===== config.mk =====
export PLATFORM = sky130hd
export DESIGN_NAME = dcache_ctrl
export DESIGN_NICKNAME = d
export VERILOG_FILES = /design/src/rtl/dcache_ctrl.sv
export SDC_FILE = /design/constraint.sdc
export NUM_CORES = 2
export LEC_CHECK = 0
export BUFFER_PORTS_ARGS = -buffer_cell sky130_fd_sc_hd__buf_2
export CORE_UTILIZATION = 44
export DETAILED_ROUTE_END_ITERATION = 10
export GPL_TIMING_DRIVEN = 0
export HOLD_SLACK_MARGIN = 0.05
export PLACE_DENSITY = 0.68
export SETUP_SLACK_MARGIN = 0.02
export SYNTH_ARGS = -nofsm -noshare
export SYNTH_HDL_FRONTEND = slang
export SYNTH_SLANG_ARGS = --single-unit

===== constraint.sdc =====
create_clock -name clk -period 13.5 [get_ports clk]
set_input_delay 2.025 -clock clk [delete_from_list [all_inputs] [get_ports clk]]
set_output_delay 2.025 -clock clk [all_outputs]
set_load 0.02 [all_outputs]

===== src/rtl/dcache_ctrl.sv =====
// Direct-mapped, write-through, no-write-allocate data cache controller.
// The CPU sees a zero-latency memory on read hits and a stall on misses and stores;
// lines of 4 words are refilled over a req/ack memory handshake.
module dcache_ctrl #(
  parameter int LINES = 16
) (
  input  logic        clk,
  input  logic        rst_,
  input  logic        cpu_rd,
  input  logic        cpu_wr,
  input  logic [31:0] cpu_addr,
  input  logic [31:0] cpu_wdata,
  output logic [31:0] cpu_rdata,
  output logic        stall,
  output logic        mem_req,
  output logic        mem_we,
  output logic [31:0] mem_addr,
  output logic [31:0] mem_wdata,
  input  logic        mem_ack,
  input  logic [31:0] mem_rdata,
  output logic [31:0] hit_cnt,
  output logic [31:0] miss_cnt
);

  localparam int IDX_W = $clog2(LINES);
  localparam int TAG_W = 32 - 4 - IDX_W;

  typedef enum logic [1:0] {IDLE, FILL, WRITE} state_t;

  state_t             state_reg, state_next;
  logic [1:0]         beat_reg, beat_next;
  logic               mem_req_reg, mem_req_next;
  logic               mem_we_reg, mem_we_next;
  logic [31:0]        mem_addr_reg, mem_addr_next;
  logic [31:0]        mem_wdata_reg, mem_wdata_next;
  logic [31:0]        hit_cnt_reg, miss_cnt_reg;

  logic [LINES-1:0]   valid_vec;
  logic [TAG_W-1:0]   tag_mem [LINES];
  logic [31:0]        data_mem [LINES*4];

  // Address decode for the CPU request and for the latched memory transaction.
  logic [IDX_W-1:0]   cpu_idx, mem_idx;
  logic [TAG_W-1:0]   cpu_tag, mem_tag;
  logic [IDX_W+1:0]   cpu_word, mem_word;
  logic               cpu_hit, mem_hit, ack_ok;
  logic               unused_addr_bits;

  assign cpu_idx  = cpu_addr[IDX_W+3:4];
  assign cpu_tag  = cpu_addr[31:IDX_W+4];
  assign cpu_word = cpu_addr[IDX_W+3:2];
  assign mem_idx  = mem_addr_reg[IDX_W+3:4];
  assign mem_tag  = mem_addr_reg[31:IDX_W+4];
  // During a fill mem_addr_reg tracks base + 4*beat, so its word bits select the beat slot.
  assign mem_word = mem_addr_reg[IDX_W+3:2];
  assign cpu_hit  = valid_vec[cpu_idx] && (tag_mem[cpu_idx] == cpu_tag);
  assign mem_hit  = valid_vec[mem_idx] && (tag_mem[mem_idx] == mem_tag);
  // An ack with no outstanding request is meaningless and must not advance anything.
  assign ack_ok   = mem_ack && mem_req_reg;
  assign unused_addr_bits = &{1'b0, cpu_addr[1:0]};

  logic        stall_int;
  logic        hit_inc, miss_inc;
  logic        line_set, line_clr;
  logic        dmem_we;
  logic [31:0] dmem_wdata;

  // Next-state, registered-output next values and one-cycle strobes.
  always_comb begin
    state_next     = state_reg;
    beat_next      = beat_reg;
    mem_req_next   = mem_req_reg;
    mem_we_next    = mem_we_reg;
    mem_addr_next  = mem_addr_reg;
    mem_wdata_next = mem_wdata_reg;
    stall_int      = 1'b0;
    hit_inc        = 1'b0;
    miss_inc       = 1'b0;
    line_set       = 1'b0;
    line_clr       = 1'b0;
    dmem_we        = 1'b0;
    dmem_wdata     = mem_rdata;
    case (state_reg)
      IDLE: begin
        if (cpu_wr) begin
          stall_int      = 1'b1;
          state_next     = WRITE;
          mem_req_next   = 1'b1;
          mem_we_next    = 1'b1;
          mem_addr_next  = {cpu_addr[31:2], 2'b00};
          mem_wdata_next = cpu_wdata;
        end else if (cpu_rd) begin
          if (cpu_hit) begin
            hit_inc = 1'b1;
          end else begin
            stall_int     = 1'b1;
            miss_inc      = 1'b1;
            // The victim line is overwritten beat by beat, so it stops being valid now.
            line_clr      = 1'b1;
            state_next    = FILL;
            beat_next     = 2'd0;
            mem_req_next  = 1'b1;
            mem_we_next   = 1'b0;
            mem_addr_next = {cpu_addr[31:4], 4'h0};
          end
        end
      end
      FILL: begin
        stall_int = 1'b1;
        if (ack_ok) begin
          dmem_we = 1'b1;
          if (beat_reg == 2'd3) begin
            line_set     = 1'b1;
            state_next   = IDLE;
            beat_next    = 2'd0;
            mem_req_next = 1'b0;
          end else begin
            beat_next     = beat_reg + 2'd1;
            mem_addr_next = mem_addr_reg + 32'd4;
          end
        end
      end
      WRITE: begin
        stall_int = !ack_ok;
        if (ack_ok) begin
          // Write-through: update the cached copy only if the line is present.
          dmem_we      = mem_hit;
          dmem_wdata   = mem_wdata_reg;
          state_next   = IDLE;
          mem_req_next = 1'b0;
          mem_we_next  = 1'b0;
        end
      end
      default: state_next = IDLE;
    endcase
  end

  // State, handshake registers and saturating performance counters.
  always_ff @(posedge clk) begin
    if (rst_) begin
      state_reg     <= IDLE;
      beat_reg      <= 2'd0;
      mem_req_reg   <= 1'b0;
      mem_we_reg    <= 1'b0;
      mem_addr_reg  <= 32'd0;
      mem_wdata_reg <= 32'd0;
      hit_cnt_reg   <= 32'd0;
      miss_cnt_reg  <= 32'd0;
    end else begin
      state_reg     <= state_next;
      beat_reg      <= beat_next;
      mem_req_reg   <= mem_req_next;
      mem_we_reg    <= mem_we_next;
      mem_addr_reg  <= mem_addr_next;
      mem_wdata_reg <= mem_wdata_next;
      if (hit_inc && hit_cnt_reg != 32'hFFFF_FFFF)
        hit_cnt_reg <= hit_cnt_reg + 32'd1;
      if (miss_inc && miss_cnt_reg != 32'hFFFF_FFFF)
        miss_cnt_reg <= miss_cnt_reg + 32'd1;
    end
  end

  // Per-line valid bits: set when the last fill beat lands, cleared when a refill starts.
  for (genvar gi = 0; gi < LINES; gi++) begin : g_valid
    logic valid_bit_reg;
    // One valid flop per line, cleared by reset.
    always_ff @(posedge clk) begin
      if (rst_)
        valid_bit_reg <= 1'b0;
      else if (line_set && mem_idx == IDX_W'(gi))
        valid_bit_reg <= 1'b1;
      else if (line_clr && cpu_idx == IDX_W'(gi))
        valid_bit_reg <= 1'b0;
    end
    assign valid_vec[gi] = valid_bit_reg;
  end

  // Tag store, written once per completed refill.
  always_ff @(posedge clk) begin
    if (line_set)
      tag_mem[mem_idx] <= mem_tag;
  end

  // Line data store: fill beats and write-through hits share one write port.
  always_ff @(posedge clk) begin
    if (dmem_we)
      data_mem[mem_word] <= dmem_wdata;
  end

  assign stall     = rst_ ? 1'b0 : stall_int;
  assign cpu_rdata = rst_ ? 32'd0 : data_mem[cpu_word];
  assign mem_req   = mem_req_reg;
  assign mem_we    = mem_we_reg;
  assign mem_addr  = mem_addr_reg;
  assign mem_wdata = mem_wdata_reg;
  assign hit_cnt   = hit_cnt_reg;
  assign miss_cnt  = miss_cnt_reg;

endmodule


# Word level (Yosys, flattened, before mapping)
# Memories as Yosys holds them, arrays and structs flattened. A register that Yosys moved wholly into a read port is not among the register bits.
# Index checks and enable logic that the tools add are counted.
# op_classes
addsub,4
magnitude_cmp,2
n_reduce_logical,66
n_eq_ne,46
mux,92
# op_table
op,count
$mux 32,8
$add 32x1->32 const B,2
$eq 4x4->1 const B,16
$ne 32x32->1 const B,2
$pmux 32 s2,1
$mux 1,62
$eq 24x24->1,2
$logic_and 1x1->1,37
$reduce_bool 2->1,18
$add 32x3->32 const B,1
$eq 4x3->1 const B,8
$mux 2,11
$eq 4x2->1 const B,4
$reduce_and 5->1,3
$ne 2x2->1 const B,7
$lt 4x5->1 const B,2
$bmux 1 s4,2
$eq 4x1->1 const B,2
$logic_not 4->1,2
$mux 4,2
$ne 3x3->1 const B,2
$pmux 1 s3,2
$pmux 2 s3,1
$reduce_and 6->1,1
other kinds (10),12
# totals
n_memories,2
mem_bits_rw,2432
wordCells,236
out_inout_bits,163
regBits,150
# mem_list
memory,depth,word_bits,read_ports,rd_ports_with_merged_regs,wr,line_no,rtl
data_mem,64,32,1,0,1,40,logic [31:0] data_mem [LINES*4];
tag_mem,16,24,2,1,1,39,logic [TAG_W-1:0] tag_mem [LINES];

# Depth between registers and ports, before layout
# depth
depth_word,10
depth_mapped,16
depth_no_buf,11

# Least setup slack after synthesis
# OpenSTA, ideal clock, no wires.
# synth_path
kind,input to output
startpoint,input port cpu_addr[2]
endpoint,output port cpu_rdata[17]
arrival_ns,5.148
path_stages,12
path_buffers,6
t_required_ns,11.475
path_slack_ns,6.327
cell_sequence,clkbuf_1 -> buf_2 -> buf_2 -> buf_2 -> buf_1 -> clkbuf_1 -> mux2i_1 -> o22ai_1 -> a2111oi_0 -> a21oi_1 -> a211oi_1 -> nor2_1
# synth_between
elab_chain_cells,2
# synth_lines
item,line_no,rtl
"start, declared",11,"input logic [31:0] cpu_addr,"
$mem_v2 64x32,-,
$mux 32,191,assign cpu_rdata = rst_ ? 32'd0 : data_mem[cpu_word];
"end, declared",13,"output logic [31:0] cpu_rdata,"
# No other way between the ends.

# Worst setup path in the final report
# layout_path
startpoint,input port cpu_addr[7]
endpoint,output port cpu_rdata[0]
# The elaborated chain is that of the path after synthesis.

==> impl_metrics.toml <==
[run_status]
status = "finished, violations left"
violations = "capacitance limit, slew limit"

[route]
wl_per_cell_um = 41.0
drtPass1Iterations = 6
drt_iter0_markers = 11194
via_per_inst = 6.85
drc = 0
ant_nets = 0
vias = 63076
postRouteWirelength_um = 377000

[cts]
clk_pin_slew_worst_paths_ps = 70
clk_latency_ps = 900
post_cts_buffers = 0
cts.repair.resized = 0
cts_tree = "done"
htreeDepth = 4
postCtsHoldBufs = 0
cts.path.max_buffers = 3
numCtsBuffers = 237
cts_sinks = 2584
root_buffer = "clkbuf_16"

[layout]
fin_util_pct = 50.7
fillers = 18778
nets = 5936
syn2layout_area_growth_pct = 14.5
reg_top3 = "data_mem x2048, tag_mem x384"
final_area_mm2 = 0.120
drive_gt1_share_pct = 28.0
largest_reg_flops = 2048
largest_register = "data_mem"

[power]
switching_power_mw = 4.24
p_leak_nw = 37.9
seqPwrFrac_pct = 52.4
peakVddDrop_mv = 0.115
p_clk_share_pct = 38.5
p_int_mw = 13.0
comb_power_share_pct = 9.1
p_sw_share_pct = 24.6
finalPower_mw = 17.3
powerDensity_mw_per_mm2 = 144

[synth]
synth_edf_count = 2432
seq_area_frac_synth_pct = 72.8
synthesis.area_mm2 = 0.104
synth_top_area_cell = "edfxtp_1"
synth_compound_area_share_pct = 3.60
synth_top_family_by_area = "multiplexers"
yosys.area_share.simple_pct = 3.57
ys_seq_elements = 2584
synth_top_cell_area_share_pct = 69.9
ys_types = 77
synthAdderAreaFrac_pct = 0.0958
synth.area.top_cells = "edfxtp_1 (70%), mux4_2 (16%), dfxtp_1 (2.9%)"
ys.flop_type = "edfxtp_1"
syn_inst = 5247
synth_xor_area_share_pct = 0.470
muxShareOfSynthArea_pct = 17.9
syn_area_per_cell_um2 = 19.9
async_flop_share_pct = 0
yosysWarnings = 0

[sta]
min_period_over_period_pct = 81.6
period_needed_ps = 11020
drv_slew = 78
finClkSkew_ps = 79.8
rsz0062_at_grt = "no"
hold_viol_final = 0
holdWs_ps = 476
setup_tns_ps = 0
slew_headroom_pct = -10.1
setup_viol = 0
tightest_slew_ps = 1650
max_freq_ghz = 0.0908

[floorplanning]
fp.dieH_um = 489
rows = 178
ios = 264
core_mm2 = 0.236
dieArea_mm2 = 0.239
initial_core_util_pct = 44.3
die_w_um = 489

[setup_path]
path_max_fanout = 10
cp.arrival_ps = 8990
cp-end-kind = "primary output"
cp.required_ps = 11480
critPathKind = "input pin to primary output"
startpoint_type = "input pin"

[place]
port_buffers = 255
gp_congestion = 0.950
place_area_mm2 = 0.112
dp_hpwl_um = 236000

[grt]
top_usage_layer = "met2"
grtUsageMet2_pct = 46.6
antenna_found_initial = 22
grt_pass1_vias = 59021
track_usage_pct = 31.1
grt.met3_usage_pct = 9.58
grt_pass1_wl_um = 500000
grt_util_met1_pct = 40.8
grt-ovfl-total = 0
grt_max_degree = 65

[worst_hold_path]
hold_class = "flip-flop to flip-flop"

[run]
cap_violations = 7
==> power by group through the flow <==
| stage | clock network (mW) | registers, mW | logic (mW) |
|---|---|---|---|
| 2_1_floorplan | 0 | 9.17 | 0.872 |
| 3_3_place_gp | 0 | 9.21 | 1.48 |
| 3_5_place_dp | 0 | 9.22 | 1.52 |
| 4_1_cts | 6.63 | 9.05 | 1.52 |
| 5_1_grt | 6.93 | 9.05 | 1.60 |
| 6_report | 6.65 | 9.05 | 1.56 |
==> layout by cell type, fill, tap and decap left out, drive strengths merged, types with 32 or more instances in the layout <==
cell	synthesis	routed
xnor2	43	43
dfxtp	152	152
nand2	191	191
inv	53	58
edfxtp	2432	2432
buf	129	466
nor2	159	159
clkbuf	184	478
mux2i	117	117
a21oi	127	127
o21ai	44	44
and2	61	61
mux2	108	108
clkinv	1	120
nand3	62	62
mux4	726	726
nor2b	32	32
a22oi	121	121
o22ai	33	33
and3	46	46
nand4	48	48
nor3	46	46
==> area by class of cell <==
type / instances / area, um^2 / area share, %
clock buffer: 291 / 6260 / 5.24
buffer: 313 / 1370 / 1.15
antenna: 21 / 52.6 / 0.0440
timing repair buffer: 340 / 3240 / 2.71
sequential: 2584 / 76100 / 63.6
inverter: 54 / 203 / 0.170
tap: 3150 / 3940 / 3.30
multi-input combinational: 2297 / 27100 / 22.7
clock inverter: 152 / 1290 / 1.08
==> worst paths after layout <==
check	from	end	slack [ps]	cells after the start
worst min-delay path	mem_wdata[17]	mem_wdata[17]	480	2
worst max register to register	flip-flop	data_mem[14][23]	5160	13
worst max-delay path	cpu_addr[7]	cpu_rdata[0]	2480	13
worst min register to register	mem_wdata[17]	mem_wdata[17]	480	2
==> critical path, cell delays in order <==
cell and delay [ps]:
buf_2 110, clkbuf_1 420, clkinv_1 360, clkbuf_1 730, clkbuf_1 820, nand2_1 750
nor2_1 1260, clkbuf_1 1210, a22oi_1 250, nand4_1 280, a211oi_1 70, nor2_1 390
buf_2 250
==> cells by family after synthesis <==
logic type,after synthesis
and+or+nand+nor,740
AOI/OAI and AO/OA,540
adders and majority gates,8
buffers and inverters,367
muxes,951
xor gates and xnor gates,56
other,1
DFF,2584
==> routing by layer <==
layer / share of wire (%) / vias up / wire length (um)
met2: 44 / 5644 / 167000
met4: 6.7 / 12 / 25400
met3: 15 / 1259 / 55400
met5: 0.063 / - / 238
li1: - / 23184 / -
met1: 34 / 32977 / 129000
==> metrics by stage <==
step	worst slack, ps	instances
2_1_floorplan	6330	5248
3_3_place_gp	1960	8653
3_5_place_dp	2600	8737
4_1_cts	2690	9180
5_1_grt	2480	9183
6_report	2480	9202
==> synthesized netlist by cell type (all sizes together), types with 21 or more instances <==
| library cell | n |
|---|---|
| o21ai | 44 |
| dfxtp | 152 |
| mux2 | 108 |
| inv | 53 |
| nor2 | 159 |
| nand3 | 62 |
| buf | 129 |
| a22oi | 121 |
| xnor2 | 43 |
| mux4 | 726 |
| clkbuf | 184 |
| mux2i | 117 |
| edfxtp | 2432 |
| and2 | 61 |
| nor3 | 46 |
| and3 | 46 |
| nor2b | 32 |
| o22ai | 33 |
| a21oi | 127 |
| a211oi | 21 |
| nand2 | 191 |
| nand4 | 48 |
Note: power is estimated with default switching activity, not from simulation.
